[src/rtl/fifo_pkt_reader.sv]
// fifo_pkt_reader: read-side drain engine for the dual-clock packet FIFO.
// Waits for a full packet, bursts it out on a valid/ready stream.
//
// Ports:
//   clock, reset_n        read-domain clock, async active-low reset
//   clear                 sync abort: idle, flush skid, clear sticky flags
//   fifo_q/rdempty/rdusedw FIFO read side ({eop, sop, payload})
//   fifo_rdreq            FIFO read strobe (non-show-ahead, 1-cycle data)
//   out_data/sop/eop      payload and position-derived framing
//   out_valid/out_ready   downstream handshake
//   frame_err, underrun   sticky status
//   pkt_count             packets fully delivered (wraps)
module fifo_pkt_reader #(
   parameter int WIDTH      = 16,
   parameter int PKT_LEN    = 256,
   parameter int USEDW_BITS = 12
) (
   input  logic                  clock,
   input  logic                  reset_n,
   input  logic                  clear,
   input  logic [WIDTH+1:0]      fifo_q,
   input  logic                  fifo_rdempty,
   input  logic [USEDW_BITS-1:0] fifo_rdusedw,
   output logic                  fifo_rdreq,
   output logic [WIDTH-1:0]      out_data,
   output logic                  out_sop,
   output logic                  out_eop,
   output logic                  out_valid,
   input  logic                  out_ready,
   output logic                  frame_err,
   output logic                  underrun,
   output logic [15:0]           pkt_count
);

   localparam logic [USEDW_BITS-1:0] LEN  =
      USEDW_BITS'(PKT_LEN);
   localparam logic [USEDW_BITS-1:0] LAST =
      USEDW_BITS'(PKT_LEN - 1);

   typedef enum logic {
      IDLE,
      BURST
   } state_t;

   state_t state;
   state_t state_nx;

   logic [USEDW_BITS-1:0] req_cnt;
   logic [USEDW_BITS-1:0] cap_cnt;
   logic [USEDW_BITS-1:0] pos;
   logic [1:0]            occ;
   logic                  in_flight;
   logic [WIDTH-1:0]      skid0;
   logic [WIDTH-1:0]      skid1;

   logic       acc;
   logic       cap;
   logic       eop_acc;
   logic       room;
   logic [1:0] held;

   // skid0 is the output register; skid1 absorbs the
   // in-flight word when the consumer stalls.
   assign out_valid = (occ != 2'd0);
   assign out_data  = skid0;
   assign out_sop   = out_valid && (pos == '0);
   assign out_eop   = out_valid && (pos == LAST);

   assign acc     = out_valid && out_ready;
   assign cap     = in_flight;
   assign eop_acc = acc && (pos == LAST);

   // Words held or owed. A word leaving this cycle frees
   // its slot, which keeps the burst at one word per clock.
   assign held = occ + {1'b0, in_flight};
   assign room = acc || (held < 2'd2);

   always_ff @(posedge clock or negedge reset_n) begin
      if (!reset_n) begin
         state <= IDLE;
      end else begin
         state <= state_nx;
      end
   end

   always_comb begin
      state_nx   = state;
      fifo_rdreq = 1'b0;
      if (clear) begin
         state_nx = IDLE;
      end else begin
         unique case (state)
            IDLE: begin
               if (fifo_rdusedw >= LEN)
                  state_nx = BURST;
            end
            BURST: begin
               fifo_rdreq = (req_cnt < LEN)
                          && !fifo_rdempty
                          && room;
               if (eop_acc)
                  state_nx = IDLE;
            end
         endcase
      end
   end

   always_ff @(posedge clock or negedge reset_n) begin
      if (!reset_n) begin
         req_cnt   <= '0;
         cap_cnt   <= '0;
         pos       <= '0;
         occ       <= 2'd0;
         in_flight <= 1'b0;
         skid0     <= '0;
         skid1     <= '0;
         frame_err <= 1'b0;
         underrun  <= 1'b0;
         pkt_count <= '0;
      end else if (clear) begin
         // The in-flight word shows up on fifo_q now and
         // is simply not captured.
         req_cnt   <= '0;
         cap_cnt   <= '0;
         pos       <= '0;
         occ       <= 2'd0;
         in_flight <= 1'b0;
         frame_err <= 1'b0;
         underrun  <= 1'b0;
      end else begin
         in_flight <= fifo_rdreq;
         if (fifo_rdreq)
            req_cnt <= req_cnt + 1'b1;

         // Flags are only checked, never used for framing.
         if (cap) begin
            cap_cnt <= cap_cnt + 1'b1;
            if ((fifo_q[WIDTH] != (cap_cnt == '0)) ||
                (fifo_q[WIDTH+1] != (cap_cnt == LAST)))
               frame_err <= 1'b1;
         end

         unique case ({acc, cap})
            2'b01: begin
               if (occ == 2'd0)
                  skid0 <= fifo_q[WIDTH-1:0];
               else
                  skid1 <= fifo_q[WIDTH-1:0];
               occ <= occ + 2'd1;
            end
            2'b10: begin
               skid0 <= skid1;
               occ   <= occ - 2'd1;
            end
            2'b11: begin
               if (occ == 2'd2) begin
                  skid0 <= skid1;
                  skid1 <= fifo_q[WIDTH-1:0];
               end else begin
                  skid0 <= fifo_q[WIDTH-1:0];
               end
            end
            default: ;
         endcase

         if (acc)
            pos <= pos + 1'b1;

         if (state == BURST && req_cnt < LEN &&
             fifo_rdempty && occ == 2'd0)
            underrun <= 1'b1;

         if (eop_acc) begin
            pkt_count <= pkt_count + 16'd1;
            req_cnt   <= '0;
            cap_cnt   <= '0;
            pos       <= '0;
         end
      end
   end

endmodule

[config.mk]
export PLATFORM = sky130hd
export DESIGN_NAME = fifo_pkt_reader
export DESIGN_NICKNAME = d
export VERILOG_FILES = /design/src/rtl/fifo_pkt_reader.sv
export SDC_FILE = /design/constraint.sdc
export NUM_CORES = 1
export LEC_CHECK = 0
export CAP_MARGIN = 20
export CORE_ASPECT_RATIO = 0.7
export CORE_MARGIN = 5
export CORE_UTILIZATION = 35
export CTS_BUF_LIST = sky130_fd_sc_hd__clkbuf_8
export DETAILED_ROUTE_END_ITERATION = 16
export DONT_BUFFER_PORTS = 1
export HOLD_SLACK_MARGIN = 0.05
export SLEW_MARGIN = 20
export SYNTH_ARGS = -nofsm -noshare
export SYNTH_HDL_FRONTEND = slang
export SYNTH_SLANG_ARGS = --single-unit
[constraint.sdc]
create_clock -name clock -period 2.8 [get_ports clock]
set_clock_uncertainty 0.05 [all_clocks]
set_input_delay 0.28 -clock clock [delete_from_list [all_inputs] [get_ports clock]]
set_output_delay 0.28 -clock clock [all_outputs]
set_load 0.01 [all_outputs]
### Word level (Yosys, flattened, before mapping)

Index checks and enable logic that the tools add are counted.

| storage, ports and cells | value |
|---|---|
| output and inout port bits | 38 |
| flip-flop bits (word level) | 90 |

| operators by class | value |
|---|---|
| equal/unequal tests | 11 |
| reduce and logical (&&, ||, !) cells | 29 |
| bitwise gates (word level) | 2 |
| muxes and demuxes | 29 |
| order comparisons | 3 |
| add/subtract/negate cells | 7 |

Operators by type and width:

| kind | number |
|---|---|
| $mux W12 | 9 |
| $mux W16 | 4 |
| $pmux W16 S3 | 1 |
| $add A12 B1 Y12 const B | 3 |
| $pmux W16 S2 | 1 |
| $eq A12 B8 Y1 const B | 2 |
| $logic_not A12 Y1 | 2 |
| $add A16 B1 Y16 const B | 1 |
| $reduce_bool A3 Y1 | 5 |
| $ge A12 B9 Y1 const B | 1 |
| $lt A12 B9 Y1 const B | 1 |
| $mux W1 | 11 |
| $reduce_bool A2 Y1 | 5 |
| $logic_and A1 B1 Y1 | 9 |
| $eq A2 B2 Y1 const B | 3 |
| $ne A2 B2 Y1 const B | 3 |
| $pmux W2 S2 | 1 |
| $reduce_and A2 Y1 | 2 |
| $reduce_and A4 Y1 | 1 |
| $reduce_and A3 Y1 | 1 |
| $add A2 B1 Y2 | 1 |
| $add A2 B1 Y2 const B | 1 |
| $eq A2 B1 Y1 const B | 1 |
| $logic_not A2 Y1 | 1 |
| 8 further kinds | 11 |

### Longest topological paths before layout

Gate-level depths: netlist (run 1).

| logic depth | value |
|---|---|
| word-level depth | 9 |
| mapped depth | 7 |

### Least setup slack after synthesis (run 1)

OpenSTA, ideal clock, no wires.

| path | value |
|---|---|
| path type | register to register |
| start | register req_cnt[9] |
| end | register req_cnt[8] |
| data required time | 2.676 ns |
| period minus slack after synthesis | 2.250 ns |
| buffers on the path | 1 |
| setup slack | 0.550 ns |
| cell stages (with the launch flop) | 6 |
| arrival time | 2.125 ns |
| cell sequence | dfrtp_1 > or4b_1 > or4b_1 > buf_2 > or4b_4 > a21oi_2 |

| between the ends | value |
|---|---|
| longest elaborated chain between the ends | 6 |

RTL lines:

| item | RTL line | text |
|---|---|---|
| start: declaration | 48 | `logic [USEDW_BITS-1:0] req_cnt;` |
| start signal: assignment | 133 | `req_cnt <= req_cnt + 1'b1;` |
| $lt A12 B9 Y1 | 98 | `fifo_rdreq = (req_cnt < LEN)` |
| $logic_and A1 B1 Y1 | 99 | `&& !fifo_rdempty` |
| $logic_and A1 B1 Y1 | 100 | `&& room;` |
| $mux W1 | 92 | `unique case (state)` |
| $mux W1 | 89 | `if (clear) begin` |
| $reduce_bool A3 Y1 (no line) | -- |  |

Every way passes these cells.
A chain may end at the register's enable or synchronous reset.

### Final worst setup path (run 1)

| path | value |
|---|---|
| start | register req_cnt[9] |
| end | output fifo_rdreq |

| between the ends | value |
|---|---|
| longest elaborated chain between the ends | 5 |

RTL lines:

| item | RTL line | text |
|---|---|---|
| $lt A12 B9 Y1 | 98 |  |
| $logic_and A1 B1 Y1 | 99 |  |
| $logic_and A1 B1 Y1 | 100 |  |
| $mux W1 | 92 |  |
| $mux W1 | 89 |  |
| end: declaration | 24 | `output logic fifo_rdreq,` |

Every way passes these cells.

==> metrics.md, run 1 <==
| Metric | Value |
|---|---|
| Global-route wire length before repair | 15800 um |
| Top FF cell, synth | dfrtp_1 |
| Layout Nets | 477 |
| Synth Warn # | 0 |
| Worst slew pin tran | 0.633 ns |
| Max-cap viol count | 0 |
| RSZ-0062 raised after global routing | false |
| Post-synthesis register bit count | 90 |
| Hold Path Class | input pin to flip-flop |
| Largest net degree at the start of global routing | 91 |
| Core Area | 12300 um^2 |
| Post-CTS Setup Inserts | 0 |
| Net Count, Synth | between 400 and 500 |
| Die span in y | 103 um |
| Req. time, crit path | 2.47 ns |
| Share of post-route cells with drive strength above 1 | 11.3% |
| Count of different cell masters after synthesis | 46 |
| DRC | 0 |
| Worst-path clk slew | 0.09 ns |
| # clock sinks | 90 |
| Multi-input gate area | 1970 um^2 |
| DIE AREA | 14800 um^2 |
| Number of enable flip-flop cells after synthesis | 0 |
| Final setup fails | 0 |
| Port Buf Inserts | 0 |
| Total power | between 2 and 3 mW |
| Post_cts resized | 0 |
| Die X | 143 um |
| Via count | 3154 |
| DR vias/cell | 5.23 |
| Syn avg cell area | 10.4 um^2 |
| Vias in the first global route | 3082 |
| Final Hold Viols | 0 |
| Crit share post-route | 91.7% |
| Register area share after synthesis | 51.7% |
| Max Buffers Root-to-Sink | 2 |
| Ys async rst share | 100% |
| Worst setup EP type | output pin |
| H-tree lvl count | 3 |
| CTS Buf Count | 9 |
| Global-route usage over all layers | 13.5% |
| Hold-fix buffers, CTS | 22 |
| Total wire length | about 9600 um |
| Dominant cell type by area after synthesis | dfrtp_1 |
| VDD IR-drop max | 0.255 mV |
| Row count | 34 |
| Lkg Pwr | ~2.3 nW |
| Initial antenna violation count | 0 |
| # IOs | 73 |
| Cell area after synthesis | 4350 um^2 |
| Final ANT Viol Nets | 0 |
| Crit Path Max Fanout | 9 |
| Number of DRC markers in iteration 0 | 228 |
| Crit path kind | flip-flop to output pin |
| Pwr Density | roughly 560 nW/um^2 |
| Startpoint Class | flip-flop |
| Top cell type's share of synthesized area | 51.7% |
| Total gr overflow | 0 |
| Average wire per standard cell | 15.8 um |
| Routability cong. | 0.818 |
| Layout fillers | roughly 1100 |
| Slew Limit Fails | 0 |
| Utilization after layout | between 40% and 50% |
| Storage cell area | 2250 um^2 |
| Syn-to-layout area delta | 15.1% |
| Slew headroom | a little under 60% |
| Crit path DAT | 2.24 ns |
| Fmax | between 0.3 and 0.4 GHz |
| TritonCTS clock tree | done |
| Min Tclk post-route | 2.57 ns |
| Cell count after synthesis | approximately 420 |
| Setup TNS Final | 0 ns |
| Initial Util | 35.4% |
| Ant. Diodes | 0 |
| Clock latency on the worst-skew pair | 0.36 ns |
| Clock Tree Root | clkbuf_8 |
| Hold_ws | around 0.081 ns |
| Drt pass-1 iters | 5 |
| Final HPWL DP | 6180 um |
| Status | finished clean |
| Synth area leaders | dfrtp_1 (52%), xor2_1 (5.4%), mux2_2 (4.7%), nor2_1 (4.5%), mux2i_1 (4.4%) |
stage by stage:
step	area [um^2]	std cells	worst slack, ns
2_1_floorplan	4350	418	0.550
3_3_place_gp	4520	565	0.458
3_5_place_dp	4520	565	0.441
4_1_cts	5010	603	0.213
5_1_grt	5010	603	0.105
6_report	5010	603	0.233
registers in the layout (all words and copies together) (netlist names), 2 cells and up:
name and cells:
out_data 16, pkt_count 16, cap_cnt 12, req_cnt 12
pos 12, skid1 16, occ 2
cell usage in the layout, fill, tap and decap left out, types with 4 or more instances in the layout:
master and count:
o31ai_1 4, and4_1 7, o211ai_1 5, nor4_1 15
o21ai_0 10, inv_1 13, and3_1 5, nand3_1 15
mux2i_1 19, nand2_1 18, dlygate4sd3_1 21, buf_4 6
mux2_2 18, nor2_1 52, nand4_1 10, a21oi_1 27
or4_1 5, xnor2_1 6, clkbuf_8 10, xor2_1 27
nor3_1 7, ha_1 6, dfrtp_1 90
worst paths after layout:
kind / from / to / slack [ns] / depth (start not counted)
hold reg to reg: req_cnt[9] / req_cnt[9] / 0.45 / 2
max in group asynchronous: reset_n / cap_cnt[9] / 1.89 / 2
setup / recovery: req_cnt[9] / fifo_rdreq / 0.23 / 3
hold / removal: fifo_q[3] / out_data[3] / 0.08 / 2
setup reg to reg: req_cnt[9] / req_cnt[8] / 0.40 / 4
min in group asynchronous: reset_n / pkt_count[9] / 0.47 / 2
synth_stat cells, types with 10 or more instances:
library cell and instances:
dfrtp_1 90, nor2_1 52, a21oi_1 27, xor2_1 27, mux2i_1 19, mux2_2 18, nand2_1 18, clkbuf_1 16
nand3_1 15, nor4_1 15, inv_1 13, o21ai_0 11, nand4_1 10
metal layers:
metal / wire length [um] / track usage, % / vias up
met4: 142 / 4.27 / 0
met5: 0 / 0 / -
li1: - / - / 1533
met1: 4530 / 18.5 / 1544
met3: 632 / 4.92 / 12
met2: 4260 / 20.1 / 65
logic make-up (layout without fill, tap and decap cells):
| logic type | Yosys count | after routing | synth area share [%] |
|---|---|---|---|
| compound gates | 62 | 62 | 8.74 |
| xor+xnor | 33 | 33 | 6.64 |
| fa+ha+maj | 6 | 6 | 1.72 |
| buf+inv | 34 | 57 | 3.02 |
| flops | 90 | 90 | 51.7 |
| mux | 37 | 37 | 9.03 |
| simple gates | 156 | 156 | 19.1 |
layout make-up:
class / count / share of cell area, %
well taps: 162 / 4.05
multi-input cells: 294 / 39.4
clock inverters: 6 / 2.25
inverters: 13 / 0.974
repair buffers: 28 / 5.64
flip-flops and latches: 90 / 45.0
clock buffers: 10 / 2.75
critical path, stage by stage, from the launching register on:
cell and delay [ns]:
dfrtp_1 0.38, or4b_1 0.58, or3_2 0.54, nor3_1 0.38
report_power, final:
group / switching (mW) / internal, mW
Clock: 0.476 / 0.621
Sequential: 0.0981 / 1.39
Combinational: 0.109 / 0.0938
No activity file was read; power rests on OpenSTA's default activity.
==> run 2: changes to the inputs <==
--- a/config.mk
+++ b/config.mk
@@ -12,6 +12,7 @@
 export CTS_BUF_LIST = sky130_fd_sc_hd__clkbuf_8
 export DETAILED_ROUTE_END_ITERATION = 16
 export DONT_BUFFER_PORTS = 1
+export GPL_ROUTABILITY_DRIVEN = 0
 export HOLD_SLACK_MARGIN = 0.05
 export SLEW_MARGIN = 20
 export SYNTH_ARGS = -nofsm -noshare
==> results of run 2 <==
The final DEF is identical to that of run 1; final timing and power are the same.
